==> src/rtl/serial_adder_n.sv <==
// -----------------------------------------------------------------------------
// serial_adder_n
//
// Purpose:
//   Multi-cycle adder. It adds two WIDTH-bit operands and a carry-in over
//   N = WIDTH/DIGIT clock cycles. Each cycle it processes DIGIT bits, starting
//   at the LSB, through a chain of DIGIT full-adder cells plus a registered
//   carry. A start/busy/done handshake controls it. The last completed result
//   (sum, cout, ovf) stays stable until the next operation completes.
//
// Parameters:
//   WIDTH : operand and sum width in bits (>= 1)
//   DIGIT : bits added per clock cycle; must divide WIDTH exactly
//
// Ports:
//   clk   in   system clock, rising edge
//   rst   in   synchronous active-high reset; aborts any operation
//   start in   request an add; sampled only in IDLE
//   a     in   operand A, captured on the accepted start edge
//   b     in   operand B, captured on the accepted start edge
//   cin   in   carry-in, captured on the accepted start edge
//   sub   in   (only with SERIAL_ADDER_N_SUB_EN) 1 = compute a - b
//   busy  out  high while the RUN state is active (N cycles)
//   done  out  one-cycle pulse; the result registers were just updated
//   sum   out  last completed sum (modulo 2^WIDTH)
//   cout  out  carry out of the MSB of the last completed sum
//   ovf   out  signed overflow of the last completed sum
//
// Optional feature:
//   Define SERIAL_ADDER_N_SUB_EN to add the 'sub' input. When sub=1 the block
//   computes a + ~b + 1, ignores cin, and cout=1 means "no borrow".
// -----------------------------------------------------------------------------
module serial_adder_n #(
  parameter int WIDTH = 8,
  parameter int DIGIT = 1
) (
  input  logic             clk,
  input  logic             rst,
  input  logic             start,
  input  logic [WIDTH-1:0] a,
  input  logic [WIDTH-1:0] b,
  input  logic             cin,
`ifdef SERIAL_ADDER_N_SUB_EN
  input  logic             sub,
`endif
  output logic             busy,
  output logic             done,
  output logic [WIDTH-1:0] sum,
  output logic             cout,
  output logic             ovf
);

  localparam int N     = WIDTH / DIGIT;
  localparam int CNT_W = (N > 1) ? $clog2(N) : 1;
  localparam logic [CNT_W-1:0] LAST_DIGIT = CNT_W'(N - 1);

  // Reject configurations that cannot be split into whole digits.
  generate
    if ((WIDTH < 1) || (DIGIT < 1) || ((WIDTH % DIGIT) != 0)) begin : g_bad_cfg
      $error("serial_adder_n: WIDTH must be >= 1 and an exact multiple of DIGIT");
    end
  endgenerate

  typedef enum logic [1:0] {
    S_IDLE = 2'd0,
    S_RUN  = 2'd1,
    S_DONE = 2'd2
  } state_t;

  state_t             r_state;
  state_t             w_state_nxt;

  // Operand shift registers, partial sum, running carry and digit counter.
  logic [WIDTH-1:0]   r_a;
  logic [WIDTH-1:0]   r_b;
  logic [WIDTH-1:0]   r_psum;
  logic               r_carry;
  logic [CNT_W-1:0]   r_cnt;

  // Result registers that the outputs present.
  logic [WIDTH-1:0]   r_sum;
  logic               r_cout;
  logic               r_ovf;

  // Control decode.
  logic               w_accept;
  logic               w_last;

  // Digit datapath.
  logic [DIGIT-1:0]       w_dsum;
  logic                   w_dcarry;
  logic                   w_cmsb;
  logic [WIDTH+DIGIT-1:0] w_cat;
  logic [WIDTH-1:0]       w_psum_nxt;
  logic                   w_unused_psum;

  // Operand/carry values loaded on an accepted start.
  logic [WIDTH-1:0]   w_b_in;
  logic               w_c_in;

  // ---------------------------------------------------------------------------
  // Next-state logic
  // ---------------------------------------------------------------------------
  always_comb begin
    w_state_nxt = r_state;
    w_accept    = 1'b0;
    w_last      = 1'b0;
    case (r_state)
      S_IDLE: begin
        if (start) begin
          w_accept    = 1'b1;
          w_state_nxt = S_RUN;
        end
      end
      S_RUN: begin
        w_last = (r_cnt == LAST_DIGIT);
        if (w_last) begin
          w_state_nxt = S_DONE;
        end
      end
      S_DONE: begin
        // start is ignored here; always go back to IDLE.
        w_state_nxt = S_IDLE;
      end
      default: begin
        w_state_nxt = S_IDLE;
      end
    endcase
  end

  // ---------------------------------------------------------------------------
  // Operand conditioning at capture time
  // ---------------------------------------------------------------------------
  always_comb begin
`ifdef SERIAL_ADDER_N_SUB_EN
    // Subtraction is a + ~b + 1: invert B and seed the carry with 1.
    w_b_in = sub ? ~b : b;
    w_c_in = sub ? 1'b1 : cin;
`else
    w_b_in = b;
    w_c_in = cin;
`endif
  end

  // ---------------------------------------------------------------------------
  // Ripple chain of DIGIT full-adder cells fed from the shift-register LSBs
  // ---------------------------------------------------------------------------
  always_comb begin
    logic v_c;
    v_c      = r_carry;
    w_cmsb   = r_carry;
    w_dsum   = '0;
    for (int i = 0; i < DIGIT; i++) begin
      // The top cell of the last digit handles bit WIDTH-1. Its carry-in is
      // the carry into the MSB that the overflow flag needs. For WIDTH=1 this
      // carry is the captured carry-in.
      if (i == DIGIT - 1) begin
        w_cmsb = v_c;
      end
      w_dsum[i] = r_a[i] ^ r_b[i] ^ v_c;
      v_c       = (r_a[i] & r_b[i]) | (v_c & (r_a[i] ^ r_b[i]));
    end
    w_dcarry = v_c;
  end

  // New digit enters at the MSB end; the lowest DIGIT bits shift out.
  assign w_cat         = {w_dsum, r_psum};
  assign w_psum_nxt    = w_cat[WIDTH+DIGIT-1:DIGIT];
  assign w_unused_psum = ^w_cat[DIGIT-1:0];

  // ---------------------------------------------------------------------------
  // State, datapath and result registers
  // ---------------------------------------------------------------------------
  always_ff @(posedge clk) begin
    if (rst) begin
      r_state <= S_IDLE;
      r_a     <= '0;
      r_b     <= '0;
      r_psum  <= '0;
      r_carry <= 1'b0;
      r_cnt   <= '0;
      r_sum   <= '0;
      r_cout  <= 1'b0;
      r_ovf   <= 1'b0;
    end else begin
      r_state <= w_state_nxt;

      if (w_accept) begin
        r_a     <= a;
        r_b     <= w_b_in;
        r_carry <= w_c_in;
        r_psum  <= '0;
        r_cnt   <= '0;
      end

      if (r_state == S_RUN) begin
        r_a     <= r_a >> DIGIT;
        r_b     <= r_b >> DIGIT;
        r_psum  <= w_psum_nxt;
        r_carry <= w_dcarry;
        r_cnt   <= r_cnt + 1'b1;
        // The result registers change only on the edge that finishes the
        // last digit, so the previous result holds through RUN and IDLE.
        if (w_last) begin
          r_sum  <= w_psum_nxt;
          r_cout <= w_dcarry;
          r_ovf  <= w_cmsb ^ w_dcarry;
        end
      end
    end
  end

  assign busy = (r_state == S_RUN);
  assign done = (r_state == S_DONE);
  assign sum  = r_sum;
  assign cout = r_cout;
  assign ovf  = r_ovf;

endmodule

==> config.mk <==
export PLATFORM = sky130hd
export DESIGN_NAME = serial_adder_n
export DESIGN_NICKNAME = d
export VERILOG_FILES = /design/src/rtl/serial_adder_n.sv
export SDC_FILE = /design/constraint.sdc
export NUM_CORES = 1
export LEC_CHECK = 0
export BUFFER_PORTS_ARGS = -buffer_cell sky130_fd_sc_hd__buf_4
export CORE_UTILIZATION = 30
export CTS_CLUSTER_DIAMETER = 100
export DETAILED_ROUTE_END_ITERATION = 8
export SETUP_SLACK_MARGIN = 0.15
export SYNTH_ARGS = -nofsm -noshare
export SYNTH_HDL_FRONTEND = slang
export SYNTH_SLANG_ARGS = --single-unit
==> constraint.sdc <==
create_clock -name clk -period 3.3 [get_ports clk]
set_clock_uncertainty 0.1 [all_clocks]
set_input_delay 0.33 -clock clk [delete_from_list [all_inputs] [get_ports clk]]
set_output_delay 0.33 -clock clk [all_outputs]
set_load 0.02 [all_outputs]
* Word-level counts from Yosys, hierarchy flattened
Index checks and enable logic that the tools add are counted.
Word-level totals: register bits after elaboration 40, input port bits 20, output and inout bits 12, logic and storage cells 44
Operators by class: add/sub/neg operators 1, equality and inequality tests 5, muxes and demuxes 16, bitwise gates (word level) 6, reduce and logical (&&, ||, !) cells 5
Operator list (count):
- 2-to-1 mux 7 bit | 4
- 2-to-1 mux 8 bit | 2
- 2-to-1 mux 3 bit | 2
- 2-to-1 mux 1 bit | 5
- 2-to-1 mux 2 bit | 2
- case mux 2 bit (2 select lines) | 1
- AND reduction 2 bit | 2
- adder 3 x 1 -> 3 bit, second input constant | 1
- == test 3 bit, second input constant | 1
- XOR 1 bit | 3
- bitwise AND 1 bit | 2
- == test 2 x 1 -> 1 bit, second input constant | 1
- == test 2 bit, second input constant | 1
- logical NOT 2 bit | 1
- != test 2 x 1 -> 1 bit, second input constant | 1
- != test 2 bit, second input constant | 1
- nonzero test 2 bit | 1
- OR reduction 2 bit | 1
- OR 1 bit | 1

* Logic depth before layout (Yosys ltp)
Gate-level depths: netlist (run 1).
depth after elaboration 4, gate-level depth with buffers 6, mapped depth without buffers 5

* Worst setup path after synthesis (run 1)
Ideal clock, no wire load.
path kind reg2reg, start register r_cnt[0], end register r_ovf, in the netlist ovf, library setup time 0.087 ns, arrival time 1.192 ns, data required time 3.113 ns, setup slack 1.922 ns, cell stages (with the launch flop) 6, path buffers 1, period minus slack after synthesis 1.378 ns, cell sequence dfxtp_1 ha_1 ha_1 and3b_1 buf_2 a211oi_1
Between the ends: cells in the longest elaborated chain, start to end 3
RTL lines:
- from (decl) | line 78 | logic [CNT_W-1:0] r_cnt;
- from (signal assigned) | line 201 | r_cnt <= r_cnt + 1'b1;
- == test 3 bit | line 116 | w_last = (r_cnt == LAST_DIGIT);
- 2-to-1 mux 1 bit | line 108 | case (r_state)
- AND reduction 2 bit (no line)
- to (signal assigned) | line 207 | r_ovf <= w_cmsb ^ w_dcarry;
- to (decl) | line 83 | logic r_ovf;
No other way between the ends. A chain may end at the register's enable or synchronous reset.

* Final worst setup path (run 1)
start register r_state[0], end output busy
Between the ends: cells in the longest elaborated chain, start to end 1
RTL lines:
- from (decl) | line 70 | state_t r_state;
- from (signal assigned) | line 186 | r_state <= w_state_nxt;
- == test 2 x 1 -> 1 bit | line 213 | assign busy = (r_state == S_RUN);
- to (decl) | line 46 | output logic busy,
No other way between the ends.

==> impl_metrics.py, run 1 <==
metrics = {
    "status": {
        "status": "finished, final reports clean",
    },
    "synthesis": {
        "synth_nets": 191,
        "synth-seq-area-share": 0.476,
        "yosysWarnings": 0,
        "synthMuxAreaShare": 0.0983,
        "syn_avg_cell_area_um2": 9.77,
        "synthesis.instances": 168,
        "synth_edf_count": 0,
        "synth_top_family_by_area": "compound AO/OA/AOI/OAI gates",
        "synth_compound_gate_area_share": 0.205,
        "synth-simple-area-share": 0.139,
        "synth_area_um2": 1640,
        "synthAdderAreaFrac": 0.0274,
        "synth-xor-area-share": 0.00534,
        "ys_ff_latch": 39,
        "synthFlopType": "dfxtp_1",
        "async_reset_ff_frac": 0,
        "synth_cell_types": 26,
    },
    "route": {
        "drtPass1Iterations": 4,
        "post_drt_wl_per_cell_um": 11.3,
        "wirelength_mm": 3.01,
        "drt_iter0_drc": 70,
        "antenna_left": 0,
        "drc": 0,
        "vias": 1212,
        "via_per_inst": 4.54,
    },
    "worst_setup_path": {
        "cp_common_cell": "buf_4",
        "worstSetupEndpointType": "primary output",
        "arrival_ns": 1.78,
        "path_delay_family": "flip-flops",
        "critPathMaxFanout": 12,
        "max_stage_delay_ns": 0.64,
        "crit_required_ns": 2.87,
        "path_cells": "nor2b_1 > buf_4 > buf_4",
        "cp-start-kind": "flop",
        "critPathBufInv": 2,
        "path_class": "flop to primary output",
        "cpMaxStageDelayCell": "dfxtp_1",
    },
    "grt": {
        "grt_pass1_wl_mm": 5.16,
        "grt_use_total": 0.114,
        "met1_usage": 0.134,
        "use_met3": 0.0311,
        "grt_max_degree": 40,
        "grt-ovfl-total": 0,
        "first_global_vias": 1134,
        "grt_use_met2": 0.185,
        "grt_busiest_layer": "met2",
        "grt_antenna_before_repair": 0,
    },
    "layout": {
        "final_nets": 219,
        "area_growth_pct": 23.1,
        "final_cell_mix": "39 x dfxtp_1, 33 x buf_4, 27 x nor2_1",
        "antenna_cells": 0,
        "multi_input_area_um2": 779,
        "drive_above_1_share": 0.279,
        "seqCellArea_um2": 781,
        "fillCellCount": 524,
        "final_common_cell": "dfxtp_1",
        "design_area_um2": 2020,
        "final_util": 0.391,
    },
    "timing": {
        "fmax_mhz": 452,
        "fin_crit_sh": 0.670,
        "min_period_ns": 2.21,
        "max_slew_margin": 0.550,
        "rsz0062_at_grt": "no",
        "worst_pin_slew_ns": 0.675,
        "finalSetupViolations": 0,
        "setup_tns_ns": 0,
        "final_max_slew_viol_count": 0,
        "finalHoldViolations": 0,
    },
    "placed_design": {
        "place_area_um2": 1900,
        "place.gp.congestion": 0.690,
        "portBuffers": 31,
        "hpwl_mm": 2.04,
    },
    "clock_tree": {
        "worstSkewPairLatency_ns": 0.29,
        "postCtsHoldBufs": 0,
        "tritoncts": "built",
        "ctsRootBufferMaster": "clkbuf_8",
        "numClockSinks": 39,
        "cts_setup_buffers": 0,
        "clk_pin_slew_ns": 0.07,
        "cts_resized": 0,
        "cts_buffers": 5,
        "clk_path_buf_depth": 2,
        "htree_levels": 2,
    },
    "floorplanning": {
        "dieArea_um2": 5770,
        "dieWidth_um": 76.0,
        "num_rows": 26,
        "start_util": 0.317,
        "fp.dieH_um": 76.0,
        "core_area_um2": 5170,
        "io-pin-count": 32,
    },
    "pwr": {
        "peakVddDrop_v": 0.000177,
        "power.density_nw_per_um2": 505,
        "cellLeakagePower_nw": 0.800,
        "power_w": 0.00102,
    },
    "min_path": {
        "hold_path.class": "input pin to flop",
    },
    "job": {
        "maxCapViolations": 0,
    },
}
## report_power, final
part	leakage [nW]	total (W)	switching (W)	internal, W
Clock	0.0612	0.000406	0.000162	0.000245
Sequential	0.319	0.000508	0.0000157	0.000492
Combinational	0.420	0.000107	0.0000533	0.0000534
## per-stage QoR
stage	std cells	setup WS, ns	hold WS, ns
after floorplan	168	1.92	0.332
after global routing	267	0.975	0.232
after CTS	267	1.07	0.212
after detailed placement	259	1.41	0.349
after global placement	259	1.42	0.348
final	267	1.09	0.224
## final timing paths
path | slack, ns | cells past startpoint | end | from
min reg2reg | 0.36 | 2 | sum[4] | sum[4]
max | 1.09 | 3 | busy | r_state[0]
min | 0.22 | 3 | r_a[7] | a[7]
max reg2reg | 1.47 | 4 | ovf | r_state[0]
## cells in the mapped netlist, drive strengths merged (2+ instances only)
master	instances	share of area
a22oi	9	0.041
a211oi	16	0.10
dfxtp	39	0.48
nand3b	3	0.016
o21ai	2	0.0061
inv	2	0.0046
nor2	27	0.062
a21oi	12	0.037
nand2	18	0.041
buf	9	0.038
mux2i	15	0.091
nor2b	3	0.011
ha	2	0.015
clkbuf	3	0.0069
## state kept, by name (all words and copies together), names as in the netlist
| signal | count |
|---|---|
| r_cnt | 3 |
| r_b | 8 |
| r_state | 2 |
| r_psum | 7 |
| sum | 8 |
| r_a | 8 |
| r_carry | 1 |
| ovf | 1 |
| cout | 1 |
## layout make-up
type	instances	share of cell area
repair buffers	33	0.123
clock inverters	2	0.0173
flip-flops and latches	39	0.386
inverters	2	0.00372
well taps	70	0.0433
clock buffers	6	0.0409
multi-input cells	115	0.386
## kinds of logic after synthesis
kind of cell | count (synthesis)
compound gates | 42
xor+xnor | 1
fa+ha+maj | 3
buf+inv | 14
flops | 39
mux | 16
simple gates | 53
## routing by layer
metal  routed length [µm]  vias up
li1                     -      642
met1                 1450      548
met2                 1390       18
met3                  104        4
met4                   64        0
met5                    0        -
## worst min-delay path, delay by kind of cell
kind	cells	cell delay, ns
AND/OR/NAND/NOR	1	0.07
AO/OA/AOI/OAI	1	0.06
buffers and inverters	1	0.11
Power figures use the tool's default switching activity.
==> inputs of run 2 (changes only) <==
clock period = 2 ns   (was 3.3 ns; I/O delays follow)
==> impl_metrics.py, run 2 (synthesis gave the netlist of run 1 again) <==
metrics = {
    "status": {
        "status": "finished, final reports clean",
    },
    "grt": {
        "grt-ovfl-total": 0,
        "grt_max_degree": 40,
        "grt_use_total": 0.114,
        "grt_pass1_wl_mm": 5.17,
        "first_global_vias": 1118,
        "grt_antenna_before_repair": 0,
    },
    "clock_tree": {
        "clk_pin_slew_ns": 0.08,
        "tritoncts": "built",
        "numClockSinks": 39,
        "cts_setup_buffers": 0,
        "clk_path_buf_depth": 2,
        "htree_levels": 2,
        "worstSkewPairLatency_ns": 0.29,
        "cts_buffers": 5,
        "ctsRootBufferMaster": "clkbuf_8",
    },
    "route": {
        "vias": 1206,
        "wirelength_mm": 3.12,
        "antenna_left": 0,
        "drc": 0,
        "drtPass1Iterations": 4,
        "post_drt_wl_per_cell_um": 11.6,
        "via_per_inst": 4.48,
        "drt_iter0_drc": 58,
    },
    "layout": {
        "antenna_cells": 0,
        "drive_above_1_share": 0.291,
        "final_common_cell": "dfxtp_1",
        "seqCellArea_um2": 782,
        "multi_input_area_um2": 779,
        "final_cell_mix": "38 x dfxtp_1, 35 x buf_4, 27 x nor2_1",
        "area_growth_pct": 24.1,
        "final_nets": 221,
        "fillCellCount": 532,
    },
    "timing": {
        "rsz0062_at_grt": "no",
        "worst_pin_slew_ns": 0.466,
        "fin_crit_sh": 0.870,
        "min_period_ns": 1.74,
        "setup_tns_ns": 0,
        "final_max_slew_viol_count": 0,
        "finalSetupViolations": 0,
        "timing.hold.ws_ns": 0.0868,
        "finalHoldViolations": 0,
        "max_slew_margin": 0.690,
        "fmax_mhz": 574,
    },
    "pwr": {
        "cellLeakagePower_nw": 0.810,
        "power.density_nw_per_um2": 829,
        "peakVddDrop_v": 0.000256,
        "power_w": 0.00169,
    },
    "worst_setup_path": {
        "r2r_start": "r_cnt[0]",
        "r2r_cells": 5,
        "critPathMaxFanout": 13,
        "arrival_ns": 1.44,
        "path_delay_family": "buffers and inverters",
        "r2r_end": "ovf",
        "crit_required_ns": 1.70,
        "cp-start-kind": "flop",
        "critPathBufInv": 3,
        "cp_common_cell": "buf_4",
        "max_stage_delay_ns": 0.40,
        "path_class": "flop to primary output",
        "worstSetupEndpointType": "primary output",
        "path_cells": "buf_4 > nor2b_1 > buf_4 > buf_4",
        "cpMaxStageDelayCell": "dfxtp_2",
        "reg2reg_slack_ns": 0.41,
    },
    "placed_design": {
        "hpwl_mm": 2.11,
        "portBuffers": 31,
        "place.gp.congestion": 0.723,
    },
    "floorplanning": {
        "io-pin-count": 32,
        "dieArea_um2": 5770,
        "start_util": 0.317,
        "dieWidth_um": 76.0,
        "core_area_um2": 5170,
        "fp.dieH_um": 76.0,
        "num_rows": 26,
    },
    "min_path": {
        "hp-start": "b[7]",
        "hold_path.class": "input pin to flop",
        "holdPathEnd": "r_b[7]",
        "holdPathStages": 3,
    },
    "job": {
        "maxCapViolations": 0,
    },
}
==> run 2: changes by cell type in the layout (fill, tap and decap cells not counted), sizes merged <==
cell	change
buf	+2
==> run 2: worst max-delay path by stage <==
| stage | startpoint | end | slack, ns | cells after the start |
|---|---|---|---|---|
| final | r_state[0] | busy | 0.26 | 4 |
| after global routing | r_state[0] | busy | 0.16 | 4 |
| after CTS | r_state[0] | busy | 0.24 | 4 |
| after detailed placement | r_cnt[0] | ovf | 0.41 | 5 |
| after global placement | r_cnt[0] | ovf | 0.48 | 5 |
| after floorplan | r_cnt[0] | ovf | 0.62 | 5 |
==> run 2: metrics by stage <==
step	util	area [µm²]	instances	setup WS (ns)
2_1_floorplan	-	1640	168	0.622
3_3_place_gp	0.371	1920	261	0.485
3_5_place_dp	0.371	1920	261	0.413
4_1_cts	0.394	2040	269	0.242
5_1_grt	0.394	2040	269	0.164
6_report	0.394	2040	269	0.259
==> run 2: worst min-delay path, stage by stage <==
cell,delay (ns)
buf_4,0.11
nand3b_1,0.07
a21oi_1,0.05
==> run 2: power by group <==
part | internal, W | switching [W]
Sequential | 0.000812 | 0.0000228
Clock | 0.000403 | 0.000266
Combinational | 0.0000921 | 0.0000937
==> run 2: repair_timing <==
| action | in CTS | in global routing |
|---|---|---|
| hold endpoints to repair | 0 | 0 |
| endpoints found under the setup margin | 1 | 0 |
| hold buffers | 0 | 0 |
| gates resized for setup | 1 | 0 |
==> run 2: metal layers <==
metal / routed length, µm / track usage / vias up
met2: 1510 / 0.183 / 20
li1: - / - / 643
met3: 113 / 0.0299 / 4
met5: 0 / 0 / -
met4: 59 / 0.0635 / 0
met1: 1440 / 0.139 / 539
==> run 2: layout make-up <==
class	count	share of cell area
multi-input combinational	115	0.383
clock buffer	6	0.0405
sequential	39	0.384
inverter	2	0.00369
tap	70	0.0430
clock inverter	2	0.0172
timing repair buffer	35	0.129
